`config.mk`:
```
export PLATFORM = sky130hd
export DESIGN_NAME = muldiv_ctrl
export DESIGN_NICKNAME = d
export VERILOG_FILES = /design/src/rtl/muldiv_ctrl.sv
export SDC_FILE = /design/constraint.sdc
export NUM_CORES = 1
export LEC_CHECK = 0
export CAP_MARGIN = 40
export CORE_UTILIZATION = 60
export DETAILED_ROUTE_END_ITERATION = 16
export PLACE_DENSITY = 0.82
export SYNTH_ARGS = -nofsm -noshare
export SYNTH_HDL_FRONTEND = slang
export SYNTH_SLANG_ARGS = --single-unit
```
`constraint.sdc`:
```
create_clock -name clk -period 4.9 [get_ports clk]
set_clock_uncertainty 0.1 [all_clocks]
set_input_delay 1.225 -clock clk [delete_from_list [all_inputs] [get_ports clk]]
set_output_delay 1.225 -clock clk [all_outputs]
set_load 0.03 [all_outputs]
```
`src/rtl/muldiv_ctrl.sv`:
```
// muldiv_ctrl: multi-cycle multiply/divide sequencer for HI/LO arithmetic.
//
// Runs MULT/MULTU through a DATA_W-step shift-add multiplier.
// Runs DIV/DIVU through a DATA_W-step restoring divider.
// Signed operands are reduced to magnitudes at capture.
// The sign is restored as the result is written on entry to DONE.
//
// Ports:
//   clk, rstn   clock, asynchronous active-low reset
//   start       request a new operation (only honoured in IDLE)
//   op          00 MULT, 01 MULTU, 10 DIV, 11 DIVU
//   src1, src2  rs (multiplicand / dividend), rt (multiplier / divisor)
//   flush       abort the operation in flight
//   stall_req   hold the pipeline while an operation is being accepted or run
//   busy        high in any state other than IDLE
//   done        one-cycle result-valid pulse
//   hi_out      product[2W-1:W] or remainder
//   lo_out      product[W-1:0] or quotient
//   whilo_out   HI/LO write enable, identical to done
module muldiv_ctrl #(
   parameter int                DATA_W  = 32,
   parameter logic [DATA_W-1:0] DIV0_LO = 32'hFFFFFFFF
) (
   input  logic              clk,
   input  logic              rstn,
   input  logic              start,
   input  logic [1:0]        op,
   input  logic [DATA_W-1:0] src1,
   input  logic [DATA_W-1:0] src2,
   input  logic              flush,
   output logic              stall_req,
   output logic              busy,
   output logic              done,
   output logic [DATA_W-1:0] hi_out,
   output logic [DATA_W-1:0] lo_out,
   output logic              whilo_out
);

   localparam int CNT_W = $clog2(DATA_W);

   typedef enum logic [1:0] {S_IDLE, S_MUL, S_DIV, S_DONE} state_t;

   // Magnitude in DATA_W+1 bits, so the most-negative operand maps to 2^(W-1).
   function automatic logic [DATA_W:0] to_mag(input logic [DATA_W-1:0] v, input logic sgn);
      logic [DATA_W:0] x;
      x = {v[DATA_W-1] & sgn, v};
      return (sgn && v[DATA_W-1]) ? (~x + 1'b1) : x;
   endfunction

   function automatic logic [DATA_W-1:0] cond_neg(input logic [DATA_W-1:0] v, input logic n);
      return n ? (~v + 1'b1) : v;
   endfunction

   function automatic logic [2*DATA_W-1:0] cond_neg2(input logic [2*DATA_W-1:0] v, input logic n);
      return n ? (~v + 1'b1) : v;
   endfunction

   state_t             state_r, state_nxt;
   logic [CNT_W-1:0]   cnt_r;
   logic               is_div_r, neg_res_r, neg_rem_r;
   logic [DATA_W:0]    rem_r;      // upper half: partial product / partial remainder
   logic [DATA_W-1:0]  q_r;        // lower half: multiplier bits / quotient bits
   logic [DATA_W:0]    b_r;        // multiplicand / divisor magnitude

   logic               accept, div0, last_iter, op_signed;
   logic [DATA_W:0]    mag1, mag2;
   logic [DATA_W:0]    rem_sh, add_sum, rem_n;
   logic signed [DATA_W+1:0] diff;
   logic               ge;
   logic [DATA_W-1:0]  q_n;
   logic [2*DATA_W-1:0] prod;

   assign op_signed = ~op[0];
   assign mag1      = to_mag(src1, op_signed);
   assign mag2      = to_mag(src2, op_signed);
   assign accept    = (state_r == S_IDLE) && start && !flush;
   assign div0      = op[1] && (src2 == '0);
   assign last_iter = ((state_r == S_MUL) || (state_r == S_DIV)) && !flush &&
                      (cnt_r == CNT_W'(DATA_W - 1));

   // One iteration of either engine; the active one is chosen by is_div_r.
   assign rem_sh  = {rem_r[DATA_W-1:0], q_r[DATA_W-1]};
   assign diff    = $signed({1'b0, rem_sh}) - $signed({1'b0, b_r});
   assign ge      = !diff[DATA_W+1];
   assign add_sum = rem_r + (q_r[0] ? b_r : '0);

   always_comb begin
      rem_n = {1'b0, add_sum[DATA_W:1]};
      q_n   = {add_sum[0], q_r[DATA_W-1:1]};
      if (is_div_r) begin
         rem_n = ge ? diff[DATA_W:0] : rem_sh;
         q_n   = {q_r[DATA_W-2:0], ge};
      end
   end

   assign prod = cond_neg2({rem_n[DATA_W-1:0], q_n}, neg_res_r);

   always_ff @(posedge clk or negedge rstn) begin
      if (!rstn) state_r <= S_IDLE;
      else       state_r <= state_nxt;
   end

   always_comb begin
      state_nxt = state_r;
      case (state_r)
         S_IDLE:  if (accept) state_nxt = div0 ? S_DONE : (op[1] ? S_DIV : S_MUL);
         S_MUL,
         S_DIV:   if (flush) state_nxt = S_IDLE;
                  else if (cnt_r == CNT_W'(DATA_W - 1)) state_nxt = S_DONE;
         S_DONE:  state_nxt = S_IDLE;
         default: state_nxt = S_IDLE;
      endcase
   end

   always_ff @(posedge clk or negedge rstn) begin
      if (!rstn) begin
         cnt_r     <= '0;
         is_div_r  <= 1'b0;
         neg_res_r <= 1'b0;
         neg_rem_r <= 1'b0;
      end else if (accept) begin
         cnt_r     <= '0;
         is_div_r  <= op[1];
         neg_res_r <= op_signed && (src1[DATA_W-1] ^ src2[DATA_W-1]);
         neg_rem_r <= op_signed && src1[DATA_W-1];
      end else if (((state_r == S_MUL) || (state_r == S_DIV)) && !flush) begin
         cnt_r <= cnt_r + 1'b1;
      end else begin
         cnt_r <= '0;
      end
   end

   always_ff @(posedge clk) begin
      if (accept) begin
         rem_r <= '0;
         q_r   <= op[1] ? mag1[DATA_W-1:0] : mag2[DATA_W-1:0];
         b_r   <= op[1] ? mag2 : mag1;
      end else if ((state_r == S_MUL) || (state_r == S_DIV)) begin
         rem_r <= rem_n;
         q_r   <= q_n;
      end
   end

   // HI/LO change only when DONE is entered; divide-by-zero bypasses the engine.
   always_ff @(posedge clk or negedge rstn) begin
      if (!rstn) begin
         hi_out <= '0;
         lo_out <= '0;
      end else if (accept && div0) begin
         hi_out <= src1;
         lo_out <= DIV0_LO;
      end else if (last_iter) begin
         if (is_div_r) begin
            hi_out <= cond_neg(rem_n[DATA_W-1:0], neg_rem_r);
            lo_out <= cond_neg(q_n, neg_res_r);
         end else begin
            hi_out <= prod[2*DATA_W-1:DATA_W];
            lo_out <= prod[DATA_W-1:0];
         end
      end
   end

   // stall_req drops in DONE so the pipeline advances while HI/LO are written.
   assign stall_req = accept || (state_r == S_MUL) || (state_r == S_DIV);
   assign busy      = (state_r != S_IDLE);
   assign done      = (state_r == S_DONE) && !flush;
   assign whilo_out = done;

endmodule
```
==> results.md <==
- Status: complete, no violations
- Reg2reg path depth: 15
- Dominant synthesized flop cell: dfrtp_1
- Worst EP required: 5.19 ns
- Die Y: 167 um
- Tcrit/Tclk final: 97.9%
- Hold Buf Count CTS: 0
- R2R Path End: hi_out[31]$_DFFE_PN0P_
- Ranking of synthesized cells by area: edfxtp_1, dfrtp_1, mux2i_1
- Clk sinks: 172
- CP Capture Type: register
- FFs w/ async S/R, synth: 43.0%
- Synthesized cell area: 0.0163 mm2
- Yosys warnings: 0
- Post-synth EDFFs: 65
- Global placement routability congestion: 1.08
- Synthesis-stage register bit count: 172
- Final Slew Violations: 0
- Vias per inst: 6.84
- PortBufs: 137
- Core ar.: 0.0264 mm2
- Layout cells sized above 1: 11.2%
- DIE WIDTH: 167 um
- Leak pwr: 0.00814 uW
- Slowest CP cell: or4b_1
- # setup viols final: 0
- Slew HR: 37.2%
- CTS Buf Count: 17
- Gr ovfl total: 0
- Initial antenna violation count: 4
- Syn nets: 2,197
- WL per Instance: 23.8 um
- First-pass GRT wire length: 94.0 mm
- Nets: 2,381
- Vias in the first global route: 16,600
- Design Power: 14,400 uW
- Fillers: 2,058
- Clk_lat worst skew: 0.46 ns
- Worst Setup Path Type: reg2reg
- Yosys top cell area share: 12.0%
- Cell Chain, Critical Path: inv_1 -> ha_1 -> nand4_2 -> nor2_1 -> o2111ai_2 -> a31o_2 -> buf_12 -> nand2_2 -> a31oi_1 -> o32ai_2 -> or4b_4 -> or3_4 -> or4b_1 -> a31oi_1 -> a21o_1
- Worst-Margin Slew: 0.941 ns
- Clock slew at reported path FFs: 0.08 ns
- Max Clock Freq: 208 MHz
- Row count: 59
- Post-DP Area: 0.0188 mm2
- Worst hold path type: reg2reg
- DP HPWL: 48.3 mm
- Post-synthesis sequential area ratio: 27.4%
- Worst Setup SP: b_r[13]$_DFFE_PP_
- P per Cell Area: 740 mW/mm2
- Total negative slack: 0 ns
- Maximum fanout along the worst path: 15
- Startpoint Class: register
- Flop-to-flop setup slack: 0.10 ns
- Area grow syn2layout: 19.5%
- Pin count of the biggest net entering global routing: 69
- Final Instance Area: 0.0195 mm2
- Max cap viols: 0
- Initial DRC count: 2,395
- CP peak stage delay: 0.52 ns
- Min Tclk post-route: 4.80 ns
- Final hold violations: 0
- Drt pass-1 iters: 7
- Mapped Cells: 2,049
- Post-synth top area cell: edfxtp_1
- Die ar.: 0.0278 mm2
- Final WL: 61.4 mm
- Remaining antenna violation count: 0
- Maximum vdd drop: 0.464 mV
- Most used cell, CP: a31oi_1
- DRC errors left: 0
- Number of distinct library cells after synthesis: 97
- Avg Inst Size Synth: 7.95 um2
- Critical Path Sink: hi_out[31]$_DFFE_PN0P_
- TritonCTS clock tree: done
- Data arrival time of the critical path: 5.09 ns
- Routed via count: 17,700
- Clock root buffer: clkbuf_16
- Io pins: 138
- Starting Density: 61.8%
- GR Util All Layers: 43.8%
- Ant. Diodes: 0
- Clock tree buffer depth: 2
- Worst r2r src: b_r[13]$_DFFE_PP_
- H-tree lvl count: 4
-- flip-flops by register name, summed over array words and instances (netlist names) --
register / count
neg_rem_r: 1
is_div_r: 1
state_r: 2
hi_out: 32
lo_out: 32
rem_r: 33
cnt_r: 5
neg_res_r: 1
q_r: 32
b_r: 33
-- cell usage in the layout (no fill, tap or decap), drive strengths merged, types with 20 or more instances in the layout --
cell and count:
and3 28, xnor2 94, nand4 28, buf 144, a21oi 191, o211ai 57
nand3 49, nor2 218, xor2 51, ha 76, a31oi 26, inv 83
mux2i 125, edfxtp 65, dfxtp 33, o21ai 126, or3 26, o31ai 20
and2 48, nor3 50, clkdlybuf4s50 134, nand2 195, dfrtp 74
-- through the flow --
step                      hold slack (ns)  setup slack (ns)  utilization (%)  cells
after floorplan                     0.331             0.439                -   2049
after global placement              0.345             0.115             71.0   2547
after detailed placement            0.364            0.0281             71.2   2549
after CTS                           0.373           0.00994             73.6   2581
after global routing                0.389           -0.0303             73.9   2581
final                               0.371             0.102             73.9   2581
-- worst min path at each step --
stage,start,endpoint,slack [ns],cells past startpoint
final,cnt_r[0]$_DFF_PN0_,cnt_r[0]$_DFF_PN0_,0.37,1
after global routing,cnt_r[0]$_DFF_PN0_,cnt_r[0]$_DFF_PN0_,0.39,1
after CTS,cnt_r[0]$_DFF_PN0_,cnt_r[0]$_DFF_PN0_,0.37,1
after detailed placement,cnt_r[0]$_DFF_PN0_,cnt_r[0]$_DFF_PN0_,0.36,1
after global placement,cnt_r[0]$_DFF_PN0_,cnt_r[0]$_DFF_PN0_,0.34,1
after floorplan,cnt_r[0]$_DFF_PN0_,cnt_r[0]$_DFF_PN0_,0.33,1
-- layer usage --
layer / GRT usage [%] / wire length [um] / vias up / part of all wire [%]
met4: 20.6 / 3050 / 4 / 5.0
met5: 0 / 42 / - / 0.068
met1: 57.8 / 23700 / 8282 / 39
met2: 69.4 / 27200 / 1266 / 44
li1: - / - / 7875 / -
met3: 8.46 / 7520 / 226 / 12
-- power breakdown --
group / switching [uW] / leakage, uW / total, uW / internal, uW
Sequential: 411 / 0.00192 / 2410 / 2000
Clock: 730 / 0.000300 / 1470 / 741
Combinational: 6480 / 0.00593 / 10500 / 4050
Total: 7620 / 0.00814 / 14400 / 6790
-- layout make-up --
cell class                      instances  area [um2]  share of cell area (%)
Inverter                               76         285                    1.47
Tap cell                              335         419                    2.15
Timing Repair Buffer                  278        2520                    13.0
Sequential cell                       172        4470                    23.0
Clock buffer                           17         425                    2.19
Multi-Input combinational cell       1688       11200                    57.3
Clock inverter                         15         196                    1.01
-- Yosys cell counts (all sizes together), types with 9 or more instances --
master and n:
o211ai 57, dfrtp 74, buf 46, or2 13, o21ai 126, or3 26, dfxtp 33, a211oi 19
a31oi 26, nor3 50, nand4 28, ha 76, inv 76, o41ai 10, a21oi 191, o31ai 20
nand3 49, nor2b 17, clkbuf 67, and3 28, nor2 218, o21a 11, o21bai 9, mux2i 125
xor2 51, a21o 19, nor4 15, nand2b 16, nand2 195, xnor2 94, or4 9, and2 48
edfxtp 65
-- worst max-delay path: cells and delay by family, from the launching register on --
family                     cells  cell delay (ns)
adders and majority gates      1             0.42
AOI/OAI and AO/OA              6             1.35
and+or+nand+nor                6             2.08
DFF                            1             0.51
buffers and inverters          2             0.25
-- logic make-up (layout without fill, tap and decap cells) --
| kind of cell | after synthesis | count (layout) | synth area share, % |
|---|---|---|---|
| xor gates and xnor gates | 145 | 145 | 7.80 |
| AOI/OAI and AO/OA | 588 | 588 | 23.5 |
| and+or+nand+nor | 744 | 744 | 22.3 |
| buffers and inverters | 189 | 386 | 4.72 |
| other | 1 | 1 | 0.0230 |
| DFF | 172 | 172 | 27.4 |
| adders and majority gates | 78 | 78 | 6.08 |
| muxes | 132 | 132 | 8.17 |
-- repair_timing --
action	4_1_cts	5_1_grt
setup endpoints to repair	2	16
pin swaps	0	4
resized for setup	1	22
setup buffers	0	0
Power figures use the tool's default switching activity.
